### src/rtl/pipe_stage.sv
// pipe_stage: generic valid/ready pipeline register with flush and
// an optional two-entry skid buffer (PIPE_STAGE_SKID_EN).
//
// Parameters:
//   DATA_W    payload width in bits
//   RESET_VAL payload loaded on reset/flush and shown while empty
// Ports:
//   clk, rst         clock, synchronous active-high reset
//   flush            drop all held and incoming entries this cycle
//   in_valid/ready   upstream handshake, in_data payload
//   out_valid/ready  downstream handshake, out_data payload
//   occupancy        held entries (0..2 with skid, 0..1 without)
// Build option:
//   PIPE_STAGE_SKID_EN  defined: skid register, registered in_ready
//                       undefined: single register, in_ready from
//                       out_ready combinationally
module pipe_stage #(
  parameter int                DATA_W    = 32,
  parameter logic [DATA_W-1:0] RESET_VAL = '0
) (
  input  logic              clk,
  input  logic              rst,
  input  logic              flush,
  input  logic              in_valid,
  output logic              in_ready,
  input  logic [DATA_W-1:0] in_data,
  output logic              out_valid,
  input  logic              out_ready,
  output logic [DATA_W-1:0] out_data,
  output logic [1:0]        occupancy
);

  logic              r_main_valid;
  logic [DATA_W-1:0] r_main_data;

  logic              w_in_fire;
  logic              w_out_fire;
  logic              w_main_valid_d;
  logic [DATA_W-1:0] w_main_data_d;

  assign out_valid  = r_main_valid;
  assign out_data   = r_main_data;
  assign w_in_fire  = in_valid && in_ready;
  assign w_out_fire = r_main_valid && out_ready;

`ifdef PIPE_STAGE_SKID_EN

  logic              r_skid_valid;
  logic [DATA_W-1:0] r_skid_data;
  logic              w_skid_valid_d;
  logic [DATA_W-1:0] w_skid_data_d;

  // Ready comes straight from a flop, so out_ready never
  // reaches in_ready combinationally.
  assign in_ready = !r_skid_valid;

  always_comb begin
    w_main_valid_d = r_main_valid;
    w_main_data_d  = r_main_data;
    w_skid_valid_d = r_skid_valid;
    w_skid_data_d  = r_skid_data;
    if (!r_main_valid || w_out_fire) begin
      if (r_skid_valid) begin
        // Older skid entry advances first to keep FIFO order.
        w_main_valid_d = 1'b1;
        w_main_data_d  = r_skid_data;
        w_skid_valid_d = w_in_fire;
        w_skid_data_d  = w_in_fire ? in_data : RESET_VAL;
      end else begin
        w_main_valid_d = w_in_fire;
        w_main_data_d  = w_in_fire ? in_data : RESET_VAL;
      end
    end else if (w_in_fire) begin
      w_skid_valid_d = 1'b1;
      w_skid_data_d  = in_data;
    end
  end

  always_ff @(posedge clk) begin
    if (rst || flush) begin
      r_skid_valid <= 1'b0;
      r_skid_data  <= RESET_VAL;
    end else begin
      r_skid_valid <= w_skid_valid_d;
      r_skid_data  <= w_skid_data_d;
    end
  end

  assign occupancy = r_skid_valid ? 2'd2
                                  : {1'b0, r_main_valid};

`else

  // Single slot: accept whenever the slot is empty or
  // is being drained in this same cycle.
  assign in_ready = !r_main_valid || out_ready;

  always_comb begin
    w_main_valid_d = r_main_valid;
    w_main_data_d  = r_main_data;
    if (w_in_fire) begin
      w_main_valid_d = 1'b1;
      w_main_data_d  = in_data;
    end else if (w_out_fire) begin
      w_main_valid_d = 1'b0;
      w_main_data_d  = RESET_VAL;
    end
  end

  assign occupancy = {1'b0, r_main_valid};

`endif

  always_ff @(posedge clk) begin
    if (rst || flush) begin
      r_main_valid <= 1'b0;
      r_main_data  <= RESET_VAL;
    end else begin
      r_main_valid <= w_main_valid_d;
      r_main_data  <= w_main_data_d;
    end
  end

endmodule

### config.mk
export PLATFORM = sky130hd
export DESIGN_NAME = pipe_stage
export DESIGN_NICKNAME = d
export VERILOG_FILES = /design/src/rtl/pipe_stage.sv
export SDC_FILE = /design/constraint.sdc
export NUM_CORES = 1
export LEC_CHECK = 0
export BUFFER_PORTS_ARGS = -buffer_cell sky130_fd_sc_hd__buf_4
export CAP_MARGIN = 10
export CORE_UTILIZATION = 36
export CTS_CLUSTER_DIAMETER = 60
export DETAILED_ROUTE_END_ITERATION = 10
export GPL_ROUTABILITY_DRIVEN = 0
export MAX_ROUTING_LAYER = met4
export PLACE_DENSITY_LB_ADDON = 0.25
export SYNTH_ARGS = -nofsm -noshare
export SYNTH_HDL_FRONTEND = slang
export SYNTH_SLANG_ARGS = --single-unit
### constraint.sdc
create_clock -name clk -period 1.05 [get_ports clk]
set_input_delay 0.315 -clock clk [delete_from_list [all_inputs] [get_ports clk]]
set_output_delay 0.315 -clock clk [all_outputs]
set_load 0.02 [all_outputs]
* Word-level counts from Yosys, hierarchy flattened
Cells that the tools add are included.
Storage, ports and cells: register bits after elaboration 33, input port bits 37, word-level logic and storage cells 12
Cells by class: mux-type cells 4, reductions and logical operators 6
Operators by type and width (number):
- 2-to-1 mux 32 bit | 2
- logical AND 1 bit | 2
- logical OR 1 bit | 2
- 2-to-1 mux 1 bit | 2
- nonzero test 2 bit | 1
- zero test 1 bit | 1

* Longest topological paths before layout
Gate-level depths: netlist of the first run.
depth in word-level cells 4, depth in mapped cells 5, mapped depth without buffers 3

* Worst setup path before layout of the first run
Ideal clock, no wire load.
path type flip-flop to flip-flop, from register r_main_valid, in the netlist out_valid, to register r_main_data[0], in the netlist out_data[0], library setup time 0.117 ns, data arrival time 1.328 ns, required time 0.933 ns, slack -0.394 ns, cell stages (with the launch flop) 6, buffers on the path 2, period minus slack after synthesis 1.444 ns, path through dfxtp_1 nand2b_1 and3_1 buf_6 buf_6 a22o_1
On the way: longest elaborated chain between the ends 4, elaborated cells on any way between the ends 6
RTL lines:
- from (decl) | RTL line 33 | logic r_main_valid;
- from (signal assigned) | RTL line 119 | r_main_valid <= w_main_valid_d;
- zero test 1 bit (*) | RTL line 96 | assign in_ready = !r_main_valid || out_ready;
- logical OR 1 bit (*) | RTL line 96
- via in_ready | RTL line 25 | output logic in_ready,
- logical AND 1 bit (*) | RTL line 43 | assign w_in_fire = in_valid && in_ready;
- 2-to-1 mux 32 bit or nonzero test 2 bit (tied branches)
- to (signal assigned) | RTL line 120 | r_main_data <= w_main_data_d;
- to (decl) | RTL line 34 | logic [DATA_W-1:0] r_main_data;
The timed path passes the listed nets; every way through them passes the cells marked *. A chain may end at the register's enable or synchronous reset.

* Worst setup path after layout of the first run
from register r_main_valid, in the netlist out_valid, to output out_valid
RTL lines:
- to (decl) | RTL line 27 | output logic out_valid,
No word-level cell between the ends.

==> impl_metrics.json, run 1 <==
{
  "status": "finished with violations",
  "violations": "setup timing",
  "final_core_util_pct": 68.42,
  "critPathTopFamily": "flip-flops",
  "cp-start-kind": "flop",
  "syn_inst": 82,
  "hpwl_um": 1691,
  "fillers": 230,
  "avgViaCountPerCell": 5.026,
  "rows": 19,
  "rsz0062_at_grt": "true",
  "cts_tree": "built",
  "ys_ff_latch": 33,
  "slew_viol_final": 0,
  "cp.required_ns": 0.73,
  "clock_latency_ns": 0.32,
  "initial_core_util_pct": 38.15,
  "gr-total-overflow": 0,
  "holdCritPathClass": "in2reg",
  "cts_sinks": 33,
  "cpMostUsedCell": "buf_6",
  "portBuffers": 71,
  "wl_per_cell_um": 13.92,
  "yosysSeqAreaShare_pct": 62.26,
  "grt_usage_pct": 18.74,
  "fmax_ghz": 0.7996,
  "synthMostInstantiatedCell": "dfxtp_1",
  "ys_top_cells_by_count": "33 x dfxtp_1, 32 x a22o_1, 4 x buf_6",
  "fin_crit_sh_pct": 119.1,
  "fin_skew_ns": 0.003209,
  "grt_pass1_wl_um": 4374,
  "ys_warn_count": 0,
  "drtAntennaViolNets": 0,
  "synth_top_area_share_pct": 62.26,
  "p_leak_nw": 0.9193,
  "final_nets": 200,
  "cp-startpoint": "out_valid$_SDFFE_PP0P_",
  "setup_slack_ns": -0.2006,
  "n_antenna_cell": 0,
  "worst-setup-path-type": "reg2out",
  "antenna_found_initial": 0,
  "setup_viol_count_final": 67,
  "die_y_um": 56.29,
  "crit_chain": "buf_6 > buf_6",
  "crit_buf_inv": 2,
  "timing.rr.start": "out_valid$_SDFFE_PP0P_",
  "clk_pin_slew_worst_paths_ns": 0.10,
  "die_w_um": 56.29,
  "synth_area_leaders": "dfxtp_1 62%, a22o_1 26%, buf_6 4.2%",
  "min_from": "in_data[9]",
  "slowest_stage": "dfxtp_4",
  "ioPinCount": 73,
  "grt_pass1_vias": 990,
  "synth_ff_type": "dfxtp_1",
  "async_flop_share_pct": 0,
  "syn_nets": 119,
  "syn_area_um2": 1061,
  "drt_iter0_drc": 16,
  "syn_avg_cell_area_um2": 12.94,
  "htreeDepth": 2,
  "design_area_um2": 1903,
  "grt_max_degree": 33,
  "vias": 980,
  "hold_viol_final": 0,
  "drive_gt1_share_pct": 76.22,
  "p_total_mw": 2.373,
  "core_um2": 2781,
  "critPathMaxFanout": 4,
  "drt-pass1-iter-count": 4,
  "postRouteWirelength_um": 2714,
  "powerDensity_nw_per_um2": 1247,
  "drc": 0,
  "critPathMaxStageDelay_ns": 0.38,
  "synth_edf_count": 0,
  "irDropWorstVdd_uv": 1068,
  "synth.distinct_cells": 13,
  "place_area_um2": 1602,
  "clock_path_buffers": 2,
  "die-area_um2": 3169,
  "yosys.area.top_type": "dfxtp_1",
  "numCtsBuffers": 5,
  "arrival_ns": 0.94,
  "cts_root_buf": "clkbuf_4",
  "setup.worst_path.end_class": "primary output",
  "max_cap_viol_count": 0,
  "area_growth_pct": 79.36,
  "finalWorstPathRequiredPeriod_ns": 1.251
}
-- power breakdown --
part           switching, mW  leakage (nW)  total [mW]  internal, mW
logic                  0.147         0.603       0.371         0.224
registers             0.0321         0.284        1.33          1.30
clock network          0.414        0.0320       0.669         0.255
-- placed cells by master (no fill, tap or decap) --
| cell type | netlist | layout |
|---|---|---|
| o211a_1 | 1 | 1 |
| dfxtp_4 | 0 | 1 |
| nand2_1 | 1 | 1 |
| buf_4 | 2 | 46 |
| buf_12 | 0 | 1 |
| conb_1 | 1 | 1 |
| a21boi_0 | 1 | 1 |
| clkbuf_1 | 0 | 1 |
| dfxtp_2 | 0 | 32 |
| inv_1 | 1 | 1 |
| clkinv_2 | 0 | 2 |
| nor2_1 | 1 | 1 |
| buf_6 | 4 | 36 |
| nand2b_4 | 0 | 1 |
| and3_4 | 0 | 1 |
| clkbuf_4 | 0 | 5 |
| a22o_1 | 32 | 32 |
-- metal layers --
layer | track usage, % | vias up | part of all wire [%]
met5 | - | - | 0
met4 | 6.272 | 0 | 0.70
met3 | 6.682 | 2 | 5.7
met2 | 32.14 | 40 | 52
met1 | 20.12 | 469 | 41
li1 | - | 469 | -
-- stage by stage --
stage / instances / TNS [ns] / setup slack [ns] / hold slack (ns)
after floorplan: 82 / -3.044 / -0.1015 / 0.4405
after global placement: 177 / -5.653 / -0.1838 / 0.4635
after detailed placement: 177 / -7.137 / -0.2349 / 0.4653
after CTS: 191 / -5.655 / -0.2202 / 0.1742
after global routing: 195 / -8.101 / -0.2543 / 0.1663
final: 195 / -5.028 / -0.2006 / 0.1953
-- flip-flops by register name, indices dropped and copies added, names as in the netlist --
register / count
out_data: 32
out_valid: 1
-- worst register-to-register path: cells and delay by family (launching register included) --
kind	cells	cell delay [ns]
buf+inv	1	0.18
compound gates	2	0.51
flops	1	0.38
-- what timing repair did --
item / CTS / global route
resized for setup: 68 / 0
buffers inserted: 6 / 4
hold buffers: 0 / 0
setup endpoints to repair: 67 / 67
-- area by class of cell --
type | instances | area [µm²] | area share [%]
inverter | 1 | 3.754 | 0.1972
clock inverter | 2 | 10.01 | 0.5260
tap | 31 | 38.79 | 2.038
clock buffer | 6 | 41.29 | 2.170
multi-input combinational | 39 | 334.1 | 17.55
timing repair buffer | 83 | 770.7 | 40.50
sequential | 33 | 704.4 | 37.02
-- cells by family (layout without fill, tap and decap cells) --
kind of cell / count (synthesis) / in the layout / share of synthesized area [%]
flops: 33 / 33 / 62.26
compound gates: 34 / 34 / 28.07
buf+inv: 10 / 92 / 7.428
other cells: 1 / 1 / 0.3534
simple gates: 4 / 4 / 1.887
-- final timing paths --
| kind | endpoint | slack (ns) | depth (start not counted) |
|---|---|---|---|
| worst max-delay path | out_valid | -0.20 | 2 |
| worst min-delay path | out_data[9]$_SDFFE_PP0P_ | 0.20 | 2 |
| worst max register to register | out_data[29]$_SDFFE_PP0P_ | -0.11 | 3 |
| worst min register to register | out_data[31]$_SDFFE_PP0P_ | 0.49 | 1 |
Note: power is estimated with default switching activity, not from simulation.
==> inputs of run 2 (changes only) <==
- SETUP_SLACK_MARGIN: unset -> 0.3
- clock period: 1.05 -> 1.1 ns (I/O delays scaled with it)
==> impl_metrics.json, run 2 (same netlist as run 1, synthesis figures left out) <==
{
  "status": "finished with violations",
  "violations": "setup timing",
  "drt-pass1-iter-count": 4,
  "drive_gt1_share_pct": 75.16,
  "arrival_ns": 0.92,
  "portBuffers": 71,
  "layout_commonest_cell": "buf_4",
  "r2r_cells": 3,
  "rsz0062_at_grt": "true",
  "clock_path_buffers": 2,
  "largest_reg_flops": 32,
  "drc": 0,
  "initial_core_util_pct": 38.15,
  "drtAntennaViolNets": 0,
  "die_y_um": 56.29,
  "layout_common_cells": "45 x buf_4, 33 x buf_6, 32 x a22o_1, 32 x dfxtp_2, 5 x clkbuf_4",
  "grt_util_met2_pct": 34.18,
  "setup_viol_count_final": 59,
  "grt_max_degree": 33,
  "vias": 987,
  "fmax_ghz": 0.8030,
  "powerDensity_nw_per_um2": 1224,
  "hold_viol_final": 0,
  "ioPinCount": 73,
  "hold_ws_ns": 0.2023,
  "holdCritPathClass": "in2reg",
  "setup.worst_path.end_class": "primary output",
  "grt_pass1_vias": 992,
  "max_cap_viol_count": 0,
  "grt_most_used_layer": "met2",
  "clk_pin_slew_worst_paths_ns": 0.10,
  "n_antenna_cell": 0,
  "irDropWorstVdd_uv": 1036,
  "die-area_um2": 3169,
  "drt_iter0_drc": 17,
  "gr-total-overflow": 0,
  "critPathMaxFanout": 5,
  "rows": 19,
  "hold_buffers": 0,
  "htreeDepth": 2,
  "wl_per_cell_um": 14.51,
  "cp.required_ns": 0.77,
  "avgViaCountPerCell": 5.141,
  "finalWorstPathRequiredPeriod_ns": 1.245,
  "final_nets": 197,
  "core_um2": 2781,
  "clock_latency_ns": 0.32,
  "hpwl_um": 1679,
  "final_core_util_pct": 67.61,
  "worstHoldPathCells": 2,
  "setup_slack_ns": -0.1453,
  "met1_usage_pct": 19.03,
  "reg2reg_setup_slack_ns": -0.07,
  "grt_util_met3_pct": 6.452,
  "grt_pass1_wl_um": 4457,
  "die_w_um": 56.29,
  "grt_usage_pct": 19.08,
  "slew_viol_final": 0,
  "cts_sinks": 33,
  "cts_tree": "built",
  "cp-start-kind": "flop",
  "dp_cells": 176,
  "p_leak_nw": 0.8989,
  "fin_crit_sh_pct": 113.2,
  "fin_skew_ns": 0.009682,
  "cts_root_buf": "clkbuf_4",
  "numCtsBuffers": 5,
  "final_cells": 192,
  "area_growth_pct": 77.24,
  "worst-setup-path-type": "reg2out",
  "antenna_found_initial": 0,
  "postRouteWirelength_um": 2785
}
## run 2: cell types whose count changed in the layout (fill, tap and decap cells not counted)
cell | before | now
clkinv_2 | 2 | 0
and3_4 | 1 | 2
buf_4 | 46 | 45
clkbuf_8 | 0 | 1
clkbuf_1 | 1 | 2
buf_6 | 36 | 33
## run 2: final timing paths
path,startpoint,end
worst max register to register,out_valid$_SDFFE_PP0P_,out_data[0]$_SDFFE_PP0P_
worst min register to register,out_data[1]$_SDFFE_PP0P_,out_data[1]$_SDFFE_PP0P_
worst max-delay path,out_valid$_SDFFE_PP0P_,in_ready
worst min-delay path,in_data[25],out_data[25]$_SDFFE_PP0P_
## run 2: layer usage
metal,wire length (µm),up-vias
li1,-,461
met1,1076,475
met2,1469,47
met3,209,4
met4,29,0
met5,0,-
## run 2: area by class of cell
cell class	count	area, µm²
well taps	31	38.79
flip-flops and latches	33	704.4
fillers	224	900.9
inverters	1	3.754
clock buffers	8	58.81
repair buffers	79	729.5
multi-input cells	40	345.3
## run 2: power breakdown
part           switching (mW)  internal (mW)
Clock                   0.364          0.315
Sequential             0.0309           1.24
Combinational           0.142          0.207
## run 2: worst max-delay path: stages, from the launching register on
cell      delay [ns]
dfxtp_4         0.39
nand2b_4        0.07
buf_6           0.13
## run 2: timing repair
| action | in CTS | in global routing |
|---|---|---|
| buffers inserted | 4 | 3 |
| resized for setup | 66 | 0 |
| setup endpoints to repair | 67 | 67 |
| gates cloned | 1 | 0 |
## run 2: per-stage QoR
stage / total power [mW] / instance area, µm² / setup WS (ns) / TNS [ns]
after floorplan: 1.424 / 1081 / -0.05826 / -1.748
after global placement: 1.585 / 1594 / -0.1487 / -4.594
after detailed placement: 1.592 / 1594 / -0.2260 / -6.702
after CTS: 2.317 / 1858 / -0.1601 / -2.759
after global routing: 2.409 / 1881 / -0.1950 / -4.978
final: 2.301 / 1881 / -0.1453 / -2.330
==> inputs of run 3 (changes only) <==
- PLACE_DENSITY: unset -> 0.78
- PLACE_DENSITY_LB_ADDON: 0.25 -> unset
- RECOVER_POWER: unset -> 50
==> impl_metrics.json, run 3 (same netlist as run 1, synthesis figures left out) <==
{
  "drive_gt1_share_pct": 77.78,
  "hold_viol_final": 0,
  "fmax_ghz": 0.7635,
  "drc": 0,
  "p_leak_nw": 0.9672,
  "portBuffers": 71,
  "hold_buffers": 0,
  "status": "finished with violations",
  "antenna_found_initial": 0,
  "grt_pass1_vias": 1111,
  "largest_reg_flops": 32,
  "avgViaCountPerCell": 5.218,
  "htreeDepth": 2,
  "cts_sinks": 33,
  "grt_max_degree": 33,
  "p_total_mw": 2.374,
  "layout_commonest_cell": "buf_4",
  "worst-setup-path-type": "reg2out",
  "grt_most_used_layer": "met2",
  "drt_iter0_drc": 18,
  "hpwl_um": 1987,
  "max_cap_viol_count": 0,
  "violations": "setup timing",
  "clock_latency_ns": 0.32,
  "setup_tns_ns": -6.225,
  "seq_power_share_pct": 53.6,
  "die_y_um": 56.29,
  "critPathMaxFanout": 3,
  "met1_usage_pct": 22.50,
  "wl_per_cell_um": 16.77,
  "die-area_um2": 3169,
  "n_antenna_cell": 0,
  "drt-pass1-iter-count": 4,
  "setup_slack_ns": -0.2098,
  "cts_root_buf": "clkbuf_4",
  "combinationalPowerShare_pct": 17.3,
  "cp-start-kind": "flop",
  "clk_pin_slew_worst_paths_ns": 0.10,
  "cp.required_ns": 0.77,
  "finalWorstPathRequiredPeriod_ns": 1.310,
  "die_w_um": 56.29,
  "slew_viol_final": 0,
  "arrival_ns": 0.98,
  "layout_common_cells": "50 x buf_4, 36 x buf_6, 32 x a22o_1, 32 x dfxtp_2, 5 x clkbuf_4",
  "grt_pass1_wl_um": 5285,
  "powerDensity_nw_per_um2": 1168,
  "holdCritPathClass": "in2reg",
  "vias": 1054,
  "cts_tree": "built",
  "initial_core_util_pct": 38.15,
  "fin_crit_sh_pct": 119.1,
  "grt_usage_pct": 22.93,
  "p_switching_mw": 0.5686,
  "area_growth_pct": 91.51,
  "ioPinCount": 73,
  "postRouteWirelength_um": 3388,
  "setup_viol_count_final": 67,
  "swShare_pct": 23.95,
  "rsz0062_at_grt": "true",
  "p_int_mw": 1.805,
  "drtAntennaViolNets": 0,
  "numCtsBuffers": 5,
  "setup.worst_path.end_class": "primary output",
  "core_um2": 2781,
  "fin_skew_ns": 0.005456,
  "final_nets": 207,
  "grt_util_met2_pct": 42.18,
  "gr-total-overflow": 0,
  "clock_path_buffers": 2,
  "irDropWorstVdd_uv": 1028,
  "rows": 19,
  "grt_util_met3_pct": 3.226,
  "clkPwrFrac_pct": 29.1
}
run 3: layout make-up:
cell class                 count  area, µm²
fill                         193      749.5
inverter                       1      3.754
sequential                    33      704.4
clock buffer                   8      58.81
timing repair buffer          90      880.8
multi-input combinational     39      345.3
tap                           31      38.79
run 3: worst max-delay path: stages (launching register included):
cell	delay (ns)
dfxtp_4	0.37
buf_6	0.11
nand2b_4	0.07
buf_6	0.11
run 3: power groups by stage:
stage	clock network, mW	registers, mW	logic, mW
CTS	0.706	1.27	0.390
detailed placement	0	1.29	0.316
finish	0.691	1.27	0.410
global route	0.760	1.28	0.433
global placement	0	1.28	0.308
floorplan	0	1.33	0.0905
run 3: final timing paths:
check	start	end	slack [ns]	depth (start not counted)
worst max-delay path	out_valid$_SDFFE_PP0P_	in_ready	-0.21	3
worst min-delay path	in_data[24]	out_data[24]$_SDFFE_PP0P_	0.21	2
worst max register to register	out_valid$_SDFFE_PP0P_	out_data[4]$_SDFFE_PP0P_	-0.19	4
worst min register to register	out_data[0]$_SDFFE_PP0P_	out_data[0]$_SDFFE_PP0P_	0.49	1
run 3: per-layer routing:
layer / vias up / share of wire [%]
met5: - / 0
met4: 0 / 3.3
met3: 11 / 4.0
met2: 46 / 59
met1: 513 / 34
li1: 484 / -
run 3: stage by stage:
stage | setup WS [ns] | util, % | hold WS [ns] | area [µm²] | cells
2_1_floorplan | -0.05826 | - | 0.4513 | 1081 | 82
3_3_place_gp | -0.1452 | 57.85 | 0.4629 | 1609 | 178
3_5_place_dp | -0.2090 | 57.85 | 0.4657 | 1609 | 178
4_1_cts | -0.2192 | 70.94 | 0.2001 | 1973 | 197
5_1_grt | -0.2604 | 73.05 | 0.1966 | 2032 | 202
6_report | -0.2098 | 73.05 | 0.2097 | 2032 | 202
run 3: what timing repair did:
item,CTS,global route
gates resized for setup,72,1
setup endpoints to repair,67,68
setup buffers,9,4
pin swaps,3,27
gates cloned,2,1
endpoints found under the hold margin,0,0
